[src/rtl/sfifo.sv]
// Synchronous FIFO with a first-word-fall-through head and a synchronous flush.
// A flush takes priority over a same-cycle write or read.
module sfifo #(
  parameter int unsigned BW     = 8,
  parameter int unsigned LGFLEN = 2
) (
  input  logic          i_clk,
  input  logic          i_reset,
  input  logic          i_flush,
  input  logic          i_wr,
  input  logic [BW-1:0] i_data,
  output logic          o_full,
  input  logic          i_rd,
  output logic [BW-1:0] o_data,
  output logic          o_empty
);

  localparam int unsigned FLEN = 2 ** LGFLEN;

  logic [BW-1:0]   mem [FLEN];
  logic [LGFLEN:0] wr_ptr;
  logic [LGFLEN:0] rd_ptr;
  logic            do_wr;
  logic            do_rd;

  // Extra pointer MSB distinguishes full from empty.
  assign o_empty = (wr_ptr == rd_ptr);
  assign o_full  = (wr_ptr[LGFLEN] != rd_ptr[LGFLEN])
                && (wr_ptr[LGFLEN-1:0] == rd_ptr[LGFLEN-1:0]);

  assign do_wr = i_wr && !o_full  && !i_flush;
  assign do_rd = i_rd && !o_empty && !i_flush;

  always_ff @(posedge i_clk) begin
    if (i_reset || i_flush) begin
      wr_ptr <= '0;
      rd_ptr <= '0;
    end else begin
      if (do_wr) wr_ptr <= wr_ptr + (LGFLEN+1)'(1);
      if (do_rd) rd_ptr <= rd_ptr + (LGFLEN+1)'(1);
    end
  end

  always_ff @(posedge i_clk) begin
    if (do_wr) mem[wr_ptr[LGFLEN-1:0]] <= i_data;
  end

  assign o_data = mem[rd_ptr[LGFLEN-1:0]];

endmodule

[src/rtl/wbp_reqbuf.sv]
// Pipelined-WB request buffer: queues master requests, replays them to the slave,
// tracks outstanding transactions and registers the ACK/ERR/data return path.
module wbp_reqbuf #(
  parameter int unsigned AW      = 12,
  parameter int unsigned DW      = 32,
  parameter int unsigned LGFIFO  = 2,
  parameter int unsigned LGDEPTH = 4
) (
  input  logic            i_clk,
  input  logic            i_reset,
  input  logic            i_mcyc,
  input  logic            i_mstb,
  input  logic            i_mwe,
  input  logic [AW-1:0]   i_maddr,
  input  logic [DW-1:0]   i_mdata,
  input  logic [DW/8-1:0] i_msel,
  output logic            o_mstall,
  output logic            o_mack,
  output logic [DW-1:0]   o_mdata,
  output logic            o_merr,
  output logic            o_scyc,
  output logic            o_sstb,
  output logic            o_swe,
  output logic [AW-1:0]   o_saddr,
  output logic [DW-1:0]   o_sdata,
  output logic [DW/8-1:0] o_ssel,
  input  logic            i_sstall,
  input  logic            i_sack,
  input  logic [DW-1:0]   i_sdata,
  input  logic            i_serr
);

  localparam int unsigned SW = DW / 8;
  localparam int unsigned BW = 1 + AW + DW + SW;
  localparam logic [LGDEPTH-1:0] MAX_PEND = '1;

  logic               accept_c;
  logic               pop_c;
  logic               resp_c;
  logic               serr_c;
  logic               flush_c;
  logic               fifo_full;
  logic               fifo_empty;
  logic               abort;
  logic [LGDEPTH-1:0] npending;
  logic [BW-1:0]      head;

  // Stall depends only on local state so the master never sees a comb loop.
  assign o_mstall = fifo_full || (npending == MAX_PEND) || abort;
  assign accept_c = i_mcyc && i_mstb && !o_mstall;
  assign o_sstb   = o_scyc && !fifo_empty;
  assign pop_c    = o_sstb && !i_sstall;
  assign serr_c   = i_mcyc && o_scyc && i_serr && !abort;
  assign flush_c  = !i_mcyc || serr_c;
  assign resp_c   = o_scyc && (i_sack || i_serr) && !abort && (npending != '0);

  sfifo #(
    .BW     (BW),
    .LGFLEN (LGFIFO)
  ) u_fifo (
    .i_clk   (i_clk),
    .i_reset (i_reset),
    .i_flush (flush_c),
    .i_wr    (accept_c),
    .i_data  ({i_mwe, i_maddr, i_mdata, i_msel}),
    .o_full  (fifo_full),
    .i_rd    (pop_c),
    .o_data  (head),
    .o_empty (fifo_empty)
  );

  assign {o_swe, o_saddr, o_sdata, o_ssel} = head;

  // Outstanding count covers both queued and issued requests.
  always_ff @(posedge i_clk) begin
    if (i_reset || flush_c) begin
      npending <= '0;
    end else begin
      case ({accept_c, resp_c})
        2'b10:   npending <= npending + LGDEPTH'(1);
        2'b01:   npending <= npending - LGDEPTH'(1);
        default: npending <= npending;
      endcase
    end
  end

  always_ff @(posedge i_clk) begin
    if (i_reset) begin
      o_scyc <= 1'b0;
    end else if (!i_mcyc || i_serr) begin
      o_scyc <= 1'b0;
    end else if (accept_c) begin
      o_scyc <= 1'b1;
    end else if (fifo_empty && (npending == '0)) begin
      o_scyc <= 1'b0;
    end
  end

  // A slave error holds off the master until it ends its cycle.
  always_ff @(posedge i_clk) begin
    if (i_reset || !i_mcyc) begin
      abort <= 1'b0;
    end else if (serr_c) begin
      abort <= 1'b1;
    end
  end

  always_ff @(posedge i_clk) begin
    if (i_reset) begin
      o_mack  <= 1'b0;
      o_merr  <= 1'b0;
      o_mdata <= '0;
    end else begin
      o_mack <= i_mcyc && o_scyc && i_sack && !abort;
      o_merr <= i_mcyc && o_scyc && i_serr && !abort;
      if (i_sack) o_mdata <= i_sdata;
    end
  end

endmodule

[config.mk]
export PLATFORM = sky130hd
export DESIGN_NAME = wbp_reqbuf
export DESIGN_NICKNAME = d
export VERILOG_FILES = /design/src/rtl/sfifo.sv /design/src/rtl/wbp_reqbuf.sv
export SDC_FILE = /design/constraint.sdc
export NUM_CORES = 1
export LEC_CHECK = 0
export CORE_MARGIN = 2
export CORE_UTILIZATION = 51
export DETAILED_ROUTE_END_ITERATION = 10
export PLACE_DENSITY = 0.85
export REMOVE_ABC_BUFFERS = 1
export SLEW_MARGIN = 20
export SYNTH_ARGS = -nofsm -noshare
export SYNTH_HDL_FRONTEND = slang
export SYNTH_SLANG_ARGS = --single-unit
[constraint.sdc]
create_clock -name i_clk -period 4.43 [get_ports i_clk]
set_input_delay 0.6645 -clock i_clk [delete_from_list [all_inputs] [get_ports i_clk]]
set_output_delay 0.6645 -clock i_clk [all_outputs]
set_load 0.05 [all_outputs]
==> results.txt, run 1 <==
Worst Tran Pin Value: 848 ps
die width: 137 microns
Slew Viols, Final: 0
Post-Syn Area: 9050 sq um
hold endpoint: u_fifo.rd_ptr[2]
reg2reg end: npending[3]
post_cts resized: 0
Hold Startpoint: u_fifo.rd_ptr[2]
via count: 4834
# port buffers: 173
CP cell instances: buf_16 > mux4_2 > clkdlybuf4s50_1
P&R area growth vs syn: 30.0%
worst min path class: reg2reg
R2R Path Start: u_fifo.wr_ptr[1]
Reg2Reg Setup Slack: 1550 ps
WHS Path Cells: 2
yosys warns: 0
Global Route Usage Sum: 19.5%
kind of critical path: reg2out
status: completed
final layout net count: 745
top-count cell post-synth: edfxtp_1
initial antenna violation count: 0
DRT Pass-1 Iters: 4
final std cells w/o fill: 886
Final GP Congestion: 0.750
Seq/Total Area, Yosys: 75.7%
ys flop type: edfxtp_1
initial DRC count: 253
Vias/cell: 5.46
Residual DRC: 0
Sink Count: 244
RSZ-0062 raised after global routing: false
placed cells: 846
DP Wirelength: 11300 microns
Required @ worst endpoint: 3770 ps
CP max-delay cell: clkdlybuf4s50_1
layout cell share with drive strength beyond 1: 14.8%
crit path time final: 3330 ps
total core area: 17300 sq um
final clock skew: 8.94 ps
CTS tree: yes
die area: 18800 sq um
final WL: 18000 microns
Synth Area per Inst: 19.6 sq um
H-tree depth: 1
FP Rows: 48
vias in the first global route: 5344
Synth async-reset ratio: 0%
cell taking the most area after synthesis: edfxtp_1
ant diodes: 0
crit path max fanout: 37
Synth Instances: 461
total grt overflow: 0
Unique masters post-synth: 37
CP endpoint kind: primary output
setup TNS: 0 ps
largest net degree at the start of global routing: 50
Clock Tree Buf Depth: 3
Worst setup SP type: flop
Max Cap Viol: 0
period utilization: 75.1%
Pwr Density: 403 nW/um^2
clock slew at reported path FFs: 60 ps
number of cells on the worst reg-to-reg path: 8
Post-synth top cells: edfxtp_1, mux4_2, dfxtp_1, nor2_1, mux2i_1
number of synthesized flops with an enable pin: 196
Worst VDD drop: 0.357 mV
leak pwr: 3.93 nW
Fmax achieved: 0.300 GHz
Num CTS Buffers: 24
Yosys top cell area share: 65.1%
CTS Hold Bufs: 0
post-CTS setup buffers: 0
Ports: 174
clock root buffer master: clkbuf_16
clk_lat worst skew: 500 ps
endpoints failing hold: 0
Final Setup Violations: 0
DR WL/cell: 20.3 microns
Largest stage delay, worst path: 740 ps
Starting Density: 52.3%
DRT antenna net count: 0
register bit total from synthesis: 244
Slew Limit Headroom: 43.4%
first-pass GRT wire length: 27800 microns
Die Span Y: 137 microns
Filler cells: 1091
synth top area cells: edfxtp_1, mux4_2, dfxtp_1, mux2i_1, nor2_1
CP arrival: 2660 ps
-- routing by layer --
metal  vias to the layer above  routed length [microns]  global-route usage, %
met5                         -                        0                      0
met4                         0                      360                   5.61
met3                        29                     1360                   5.26
met2                       203                     9020                   33.6
met1                      2416                     7220                   24.2
li1                       2186                        -                      -
-- stage by stage --
| stage | area, sq um | setup WS (ps) | util [%] | total power [mW] | hold slack (ps) |
|---|---|---|---|---|---|
| after global placement | 11000 | 1310 | 63.9 | 2.98 | 468 |
| after floorplan | 8950 | 817 | - | 2.79 | 457 |
| after detailed placement | 11000 | 1160 | 63.9 | 3.00 | 479 |
| after global routing | 11800 | 953 | 68.0 | 4.90 | 506 |
| final | 11800 | 1100 | 68.0 | 4.74 | 486 |
| after CTS | 11700 | 767 | 67.8 | 4.79 | 486 |
-- how the worst max path moves through the flow --
stage | from | end
CTS | flop | o_sdata[17]
global route | flop | o_sdata[17]
finish | flop | o_sdata[17]
floorplan | i_serr | u_fifo.mem[3][0]
detailed placement | i_mcyc | npending[3]
global placement | flop | o_sdata[25]
-- placed cells by master (no fill, tap or decap), types with 6 or more instances in the layout --
cell               n
dfxtp_1           46
mux2i_1           34
nand2_1            6
a21oi_1            7
clkdlybuf4s50_1  172
mux4_2            49
buf_4              7
ha_1               8
clkbuf_16         25
nor2_1            46
edfxtp_1         196
-- registers in the layout (all words and copies together), names as in the netlist, named ones only --
signal,flops
o_mdata,32
u_fifo.wr_ptr,3
abort,1
u_fifo.mem,196
npending,4
o_merr,1
o_scyc,1
o_mack,1
u_fifo.rd_ptr,3
-- final cells by class --
type | count | area (sq um) | share of cell area, %
clock buffer | 30 | 644 | 5.48
clock inverter | 9 | 41.3 | 0.351
inverter | 5 | 18.8 | 0.160
multi-input combinational | 191 | 2100 | 17.8
sequential | 244 | 6850 | 58.3
tap | 225 | 282 | 2.39
timing repair buffer | 182 | 1830 | 15.5
-- cell families after synthesis --
logic type / synth area share (%)
AO/OA/AOI/OAI: 1.27
XOR/XNOR: 0.581
adder cells (fa/ha/maj): 1.33
buffers and inverters: 1.27
flip-flops: 75.7
multiplexers: 16.0
AND/OR/NAND/NOR: 3.90
-- power by group --
group	total, mW	internal [mW]	switching [mW]
combinational	0.403	0.170	0.233
sequential	2.54	2.53	0.0189
clock	1.79	1.02	0.772
total	4.74	3.71	1.02
-- worst max-delay path, delay by kind of cell (launching register included) --
family	cells	cell delay, ps
buffers and inverters	2	1060
flip-flops	1	530
multiplexers	1	560
Note: power is estimated with default switching activity, not from simulation.
==> run 2, diff against run 1 <==
==> constraint.sdc (replaced) <==
create_clock -name i_clk -period 3.3 [get_ports i_clk]
set_input_delay 0.495 -clock i_clk [delete_from_list [all_inputs] [get_ports i_clk]]
set_output_delay 0.495 -clock i_clk [all_outputs]
set_load 0.05 [all_outputs]
==> run 2 against run 1 <==
Against the previous run: sequential power is 35% higher; clock skew is 2.1 ps higher; count of clock-buffer cells in the layout is 1 lower; total power is 45% higher; clock power is 63% higher; largest power group unchanged.
==> results.txt, run 2 (same netlist as run 1, synthesis figures left out) <==
Fin Hold WS: 506 ps (+19.7 ps)
Residual DRC: 0 (unchanged)
leak pwr: 4.06 nW (+3.5%)
Largest stage delay, worst path: 730 ps (about the same)
CP max-delay cell: clkdlybuf4s50_1
crit path max fanout: 18 (-51%)
Final GP Congestion: 0.701 (-6.6%)
Worst Tran Pin Value: 663 ps (-185 ps)
DRT Pass-1 Iters: 4 (unchanged)
Sw Ratio: 20.5% (-1.1 points)
CP arrival: 2630 ps (-30 ps)
Filler cells: 1088 (-0.27%)
FP Rows: 48 (unchanged)
P&R area growth vs syn: 32.9%
CTS tree: yes
Required @ worst endpoint: 2800 ps (-970 ps)
vias in the first global route: 5258 (-1.6%)
first-pass GRT wire length: 28600 microns (+2.8%)
DRT antenna net count: 0 (unchanged)
initial antenna violation count: 1 (+1)
Comb pwr share: 7.9% (-0.6 points)
die width: 137 microns (unchanged)
kind of critical path: reg2out
Sink Count: 244 (unchanged)
endpoints failing hold: 0 (unchanged)
Worst VDD drop: 0.449 mV (+26%)
worst min path class: reg2reg
Ports: 174 (unchanged)
clock root buffer master: clkbuf_16
largest net degree at the start of global routing: 36 (-28%)
Slew Viols, Final: 0 (unchanged)
Fmax achieved: 0.320 GHz
Starting Density: 52.3% (unchanged)
crit path time final: 3120 ps
final clock skew: 11.0 ps (+2.10 ps)
final WL: 18400 microns (+2.4%)
DP Wirelength: 11600 microns (+2.7%)
post_cts resized: 0 (unchanged)
via count: 4852 (+0.37%)
Slew Limit Headroom: 55.7% (+12 points)
Pwr Density: 573 nW/um^2 (+42%)
initial DRC count: 312 (+23%)
Clock Tree Buf Depth: 3 (unchanged)
# port buffers: 173 (unchanged)
DR WL/cell: 20.4 microns (+0.88%)
Num CTS Buffers: 25 (+4.2%)
RSZ-0062 raised after global routing: false
sequential power share: 49.6% (-4.1 points)
Largest register FFs: 196 (unchanged)
clk_lat worst skew: 500 ps (about the same)
layout cell share with drive strength beyond 1: 16.9% (+2.1 points)
die area: 18800 sq um (unchanged)
Final Setup Violations: 0 (unchanged)
net switching power: 1.41 mW (+38%)
H-tree depth: 1 (unchanged)
CP cell instances: buf_12 > mux4_2 > clkdlybuf4s50_1
total core area: 17300 sq um (unchanged)
Max Cap Viol: 0 (unchanged)
most common cell after layout, fill and taps aside: edfxtp_1
total grt overflow: 0 (unchanged)
final layout net count: 753 (+1.1%)
clock slew at reported path FFs: 60 ps (about the same)
Global Route Usage Sum: 20.1% (+0.60 points)
period utilization: 94.7%
Worst setup SP type: flop
Die Span Y: 137 microns (unchanged)
most frequent cells in the layout: edfxtp_1, clkdlybuf4s50_1, mux4_2, nor2_1, dfxtp_1
CP endpoint kind: primary output
post-CTS setup buffers: 0 (unchanged)
CTS Hold Bufs: 0 (unchanged)
status: completed
Clk network pwr share: 42.4% (+4.6 points)
Vias/cell: 5.40 (-1.1%)
setup TNS: 0 ps (unchanged)
internal power: 5.47 mW (+47%)
-- run 2: cell count changes in the layout (fill, tap and decap cells not counted), moves of 3 or more --
cell / delta
buf_12: +4
buf_4: +4
clkinv_1: -3
clkinv_2: +4
bufinv_16: +6
-- run 2: path summary, 6_finish.rpt --
path / start / endpoint / slack, ps / depth (start not counted)
max: flop / o_sdata[21] / 180 / 3
min: o_mdata[0] / o_mdata[0] / 510 / 2
max reg2reg: npending[1] / npending[3] / 920 / 8
min reg2reg: o_mdata[0] / o_mdata[0] / 510 / 2
-- run 2: final cells by class --
| type | instances | area, sq um | share of cell area, % |
|---|---|---|---|
| Tap cell | 225 | 282 | 2.34 |
| Inverter | 5 | 18.8 | 0.156 |
| Clock inverter | 15 | 223 | 1.85 |
| Antenna cell | 1 | 2.50 | 0.0208 |
| Sequential cell | 244 | 6850 | 57.0 |
| Multi-Input combinational cell | 191 | 2100 | 17.4 |
| Timing Repair Buffer | 189 | 1910 | 15.9 |
| Clock buffer | 29 | 641 | 5.33 |
-- run 2: power groups by stage --
stage          Clock, mW  Combinational [mW]  Sequential (mW)
2_1_floorplan          0               0.192             3.56
3_3_place_gp           0               0.532             3.47
3_5_place_dp           0               0.548             3.48
4_1_cts             2.98               0.551             3.42
5_1_grt             3.10               0.578             3.42
6_report            2.92               0.547             3.42
-- run 2: critical path: cells and delay by family, from the launching register on --
family | cells | cell delay, ps
buffers and inverters | 2 | 980
flip-flops | 1 | 560
multiplexers | 1 | 580
-- run 2: per-layer routing --
metal	part of all wire (%)	global-route usage [%]
met5	0	0
met4	1.2	4.93
met3	8.4	4.82
met2	50	34.5
met1	40	25.9
-- run 2: stage by stage --
stage          cell area, sq um  util [%]  std cells  total power [mW]  setup slack (ps)
2_1_floorplan              8950         -        440              3.75              -214
3_3_place_gp              11200      64.5        854              4.01               648
3_5_place_dp              11200      64.5        854              4.03               487
4_1_cts                   12000      69.5        898              6.95               120
5_1_grt                   12000      69.5        898              7.10             0.469
6_report                  12000      69.5        899              6.89               176
==> run 3, diff against run 2 <==
--- a/config.mk
+++ b/config.mk
@@ -8,9 +8,11 @@
 export CORE_MARGIN = 2
 export CORE_UTILIZATION = 51
 export DETAILED_ROUTE_END_ITERATION = 10
-export PLACE_DENSITY = 0.85
+export PLACE_DENSITY = 0.84
 export REMOVE_ABC_BUFFERS = 1
+export SETUP_SLACK_MARGIN = 0.05
 export SLEW_MARGIN = 20
 export SYNTH_ARGS = -nofsm -noshare
 export SYNTH_HDL_FRONTEND = slang
+export SYNTH_HIERARCHICAL = 1
 export SYNTH_SLANG_ARGS = --single-unit
==> run 3 against run 2 <==
Against the previous run: non-clock buffer count shrank 2; register-to-register slack worse by 510 ps; critical path depth is the same; sequential power is essentially flat; worst setup slack got worse by 5.9 ps; sequential share of layout area about the same; first-iteration DRC count grew 20%; count of clock-buffer cells in the layout up 5; clock power fell by 11%; via count grew 4.5%; die area rose by 1.9%.
==> results.txt, run 3 <==
DR WL met3: 1600 microns (+3.6%)
Unique masters post-synth: 40 (+8.1%)
Final Setup Violations: 0 (unchanged)
CP bufs+invs: 2 (unchanged)
Largest stage delay, worst path: 730 ps (about the same)
endpoints failing hold: 0 (unchanged)
Ports: 174 (unchanged)
CP cell instances: buf_4 > mux4_2 > clkdlybuf4s50_1
ant diodes: 0 (-1)
FP Rows: 49 (+2.1%)
H-tree depth: 1 (unchanged)
layout cell share with drive strength beyond 1: 15.7% (-1.3 points)
cell family with most CP delay: buffers and inverters
total grt overflow: 0 (unchanged)
Yosys top cell area share: 63.8% (-1.2 points)
Vias/cell: 5.49 (+1.7%)
DP Wirelength: 11600 microns (about the same)
CP endpoint kind: primary output
worst min path class: reg2reg
number of synthesized flops with an enable pin: 196 (unchanged)
Sink Count: 244 (unchanged)
# port buffers: 173 (unchanged)
period utilization: 94.8% (+0.18 points)
total core area: 17800 sq um (+3.1%)
RSZ-0062 raised after global routing: false
via count: 5071 (+4.5%)
vias in the first global route: 5405 (+2.8%)
Final Power: 6.48 mW (-6.0%)
clk_lat worst skew: 500 ps (about the same)
final layout net count: 774 (+2.8%)
clock root buffer master: clkbuf_16
post-layout util: 67.4% (-2.1 points)
clock slew at reported path FFs: 60 ps (about the same)
cell taking the most area after synthesis: edfxtp_1
fin area: 12000 sq um (about the same)
initial DRC count: 374 (+20%)
Place WS: 498 ps (+10.3 ps)
die width: 138 microns (+0.93%)
largest net degree at the start of global routing: 34 (-5.6%)
Synth Instances: 484 (+5.0%)
Required @ worst endpoint: 2800 ps (about the same)
Starting Density: 51.7% (-0.62 points)
Final GP Congestion: 0.792 (+13%)
first-pass GRT wire length: 28500 microns (-0.19%)
Global Route Usage Sum: 18.7% (-1.3 points)
crit path time final: 3130 ps (+5.88 ps)
Fmax achieved: 0.320 GHz (-0.19%)
die area: 19200 sq um (+1.9%)
CP arrival: 2630 ps (about the same)
Routed met2 length: 8650 microns (-6.3%)
Slew Viols, Final: 0 (unchanged)
Largest register FFs: 196 (unchanged)
placed cells: 879 (+2.9%)
top layer in use: met4
Post-synth top cells: edfxtp_1, mux4_2, dfxtp_1, nor2_1, mux2i_1
Pwr Density: 539 nW/um^2 (-5.9%)
most frequent cells in the layout: edfxtp_1, clkdlybuf4s50_1, mux4_2, dfxtp_1, nor2_1
Slew Limit Headroom: 62.2% (+6.5 points)
most common cell after layout, fill and taps aside: edfxtp_1
yosys warns: 6 (+6)
Seq/Total Area, Yosys: 74.3% (-1.4 points)
CTS tree: yes
Post-Syn Area: 9220 sq um (+1.9%)
DRT antenna net count: 0 (unchanged)
Worst setup SP type: flop
min setup slack post-route: 170 ps (-5.88 ps)
initial antenna violation count: 0 (-1)
Worst Tran Pin Value: 565 ps (-98.3 ps)
Clock Tree Buf Depth: 3 (unchanged)
Die Span Y: 138 microns (+0.93%)
Residual DRC: 0 (unchanged)
final std cells w/o fill: 924 (+2.8%)
register bit total from synthesis: 244 (unchanged)
DRT Pass-1 Iters: 4 (unchanged)
Filler cells: 1138 (+4.6%)
ys flop type: edfxtp_1
final WL: 18100 microns (-1.4%)
DR WL/cell: 19.6 microns (-4.1%)
register area: 6850 sq um (unchanged)
wl on met1: 7580 microns (+2.7%)
area of the multi-input gates: 2240 sq um (+7.0%)
kind of critical path: reg2out
CTS Hold Bufs: 0 (unchanged)
CP max-delay cell: clkdlybuf4s50_1
Num CTS Buffers: 25 (unchanged)
P&R area growth vs syn: 30.4%
placed inst area: 11200 sq um (+0.74%)
Worst VDD drop: 0.461 mV (+2.7%)
final clock skew: 13.6 ps (+2.57 ps)
Fin Hold WS: 498 ps (-7.44 ps)
setup TNS: 0 ps (unchanged)
status: completed
top-count cell post-synth: edfxtp_1
leak pwr: 4.06 nW (about the same)
Synth async-reset ratio: 0% (unchanged)
Max Cap Viol: 0 (unchanged)
Synth Area per Inst: 19.0 sq um (-2.9%)
synth top area cells: edfxtp_1, mux4_2, dfxtp_1, mux2i_1, nor2_1
crit path max fanout: 19 (+1)
[run 3: cell types whose count changed after synthesis, sizes merged, moves of 3 or more]
cell	delta
and3	+5
nand3	+5
o211ai	+5
a31oi	+4
and2	-4
nor2	-4
nor4b	+4
or3	-4
buf	+3
clkbuf	-3
inv	+3
nand2	+3
[run 3: cell type report]
cell class	instances	area share [%]
multi-input cells	211	18.7
inverters	8	0.250
flip-flops and latches	244	57.0
clock inverters	11	0.854
clock buffers	34	5.49
repair buffers	187	15.4
well taps	229	2.38
[run 3: final timing paths]
kind | depth (start not counted) | to | slack [ps] | from
worst min register to register | 2 | o_mdata[3] | 500 | o_mdata[3]
worst max register to register | 11 | npending[3] | 410 | u_fifo/wr_ptr[1]
worst min-delay path | 2 | o_mdata[3] | 500 | o_mdata[3]
worst max-delay path | 3 | o_sdata[23] | 170 | flop
[run 3: worst register-to-register path, cell delays in order, from the launching register on]
cell and delay (ps):
dfxtp_1 550, xnor2_2 200, nand3_1 230, inv_1 80
nor3_2 220, nand3_1 150, ha_1 290, ha_1 400
a21oi_2 100, a211o_1 320, a21o_1 170, a21oi_2 120
[run 3: repair_timing]
item	CTS	global route
endpoints found under the setup margin	0	2
hold endpoints to repair	0	0
gates resized for setup	0	3
setup buffers	0	0
[run 3: per-layer routing]
layer	GRT usage (%)	vias up
met5	0	-
met4	4.62	0
met3	5.20	24
met2	31.2	228
met1	24.8	2516
li1	-	2303
[run 3: cell families (layout without fill, tap and decap cells)]
group / count (synthesis) / after routing / synth area share, %
multiplexers: 81 / 81 / 15.4
AO/OA/AOI/OAI: 26 / 26 / 1.86
AND/OR/NAND/NOR: 87 / 87 / 4.74
buffers and inverters: 29 / 240 / 1.64
flip-flops: 244 / 244 / 74.3
XOR/XNOR: 8 / 8 / 0.760
adder cells (fa/ha/maj): 9 / 9 / 1.30
[run 3: where the power goes]
part | leakage, nW | total (mW) | switching, mW | internal [mW]
Sequential | 2.16 | 3.39 | 0.0217 | 3.37
Combinational | 1.53 | 0.472 | 0.267 | 0.205
Clock | 0.369 | 2.61 | 1.06 | 1.55
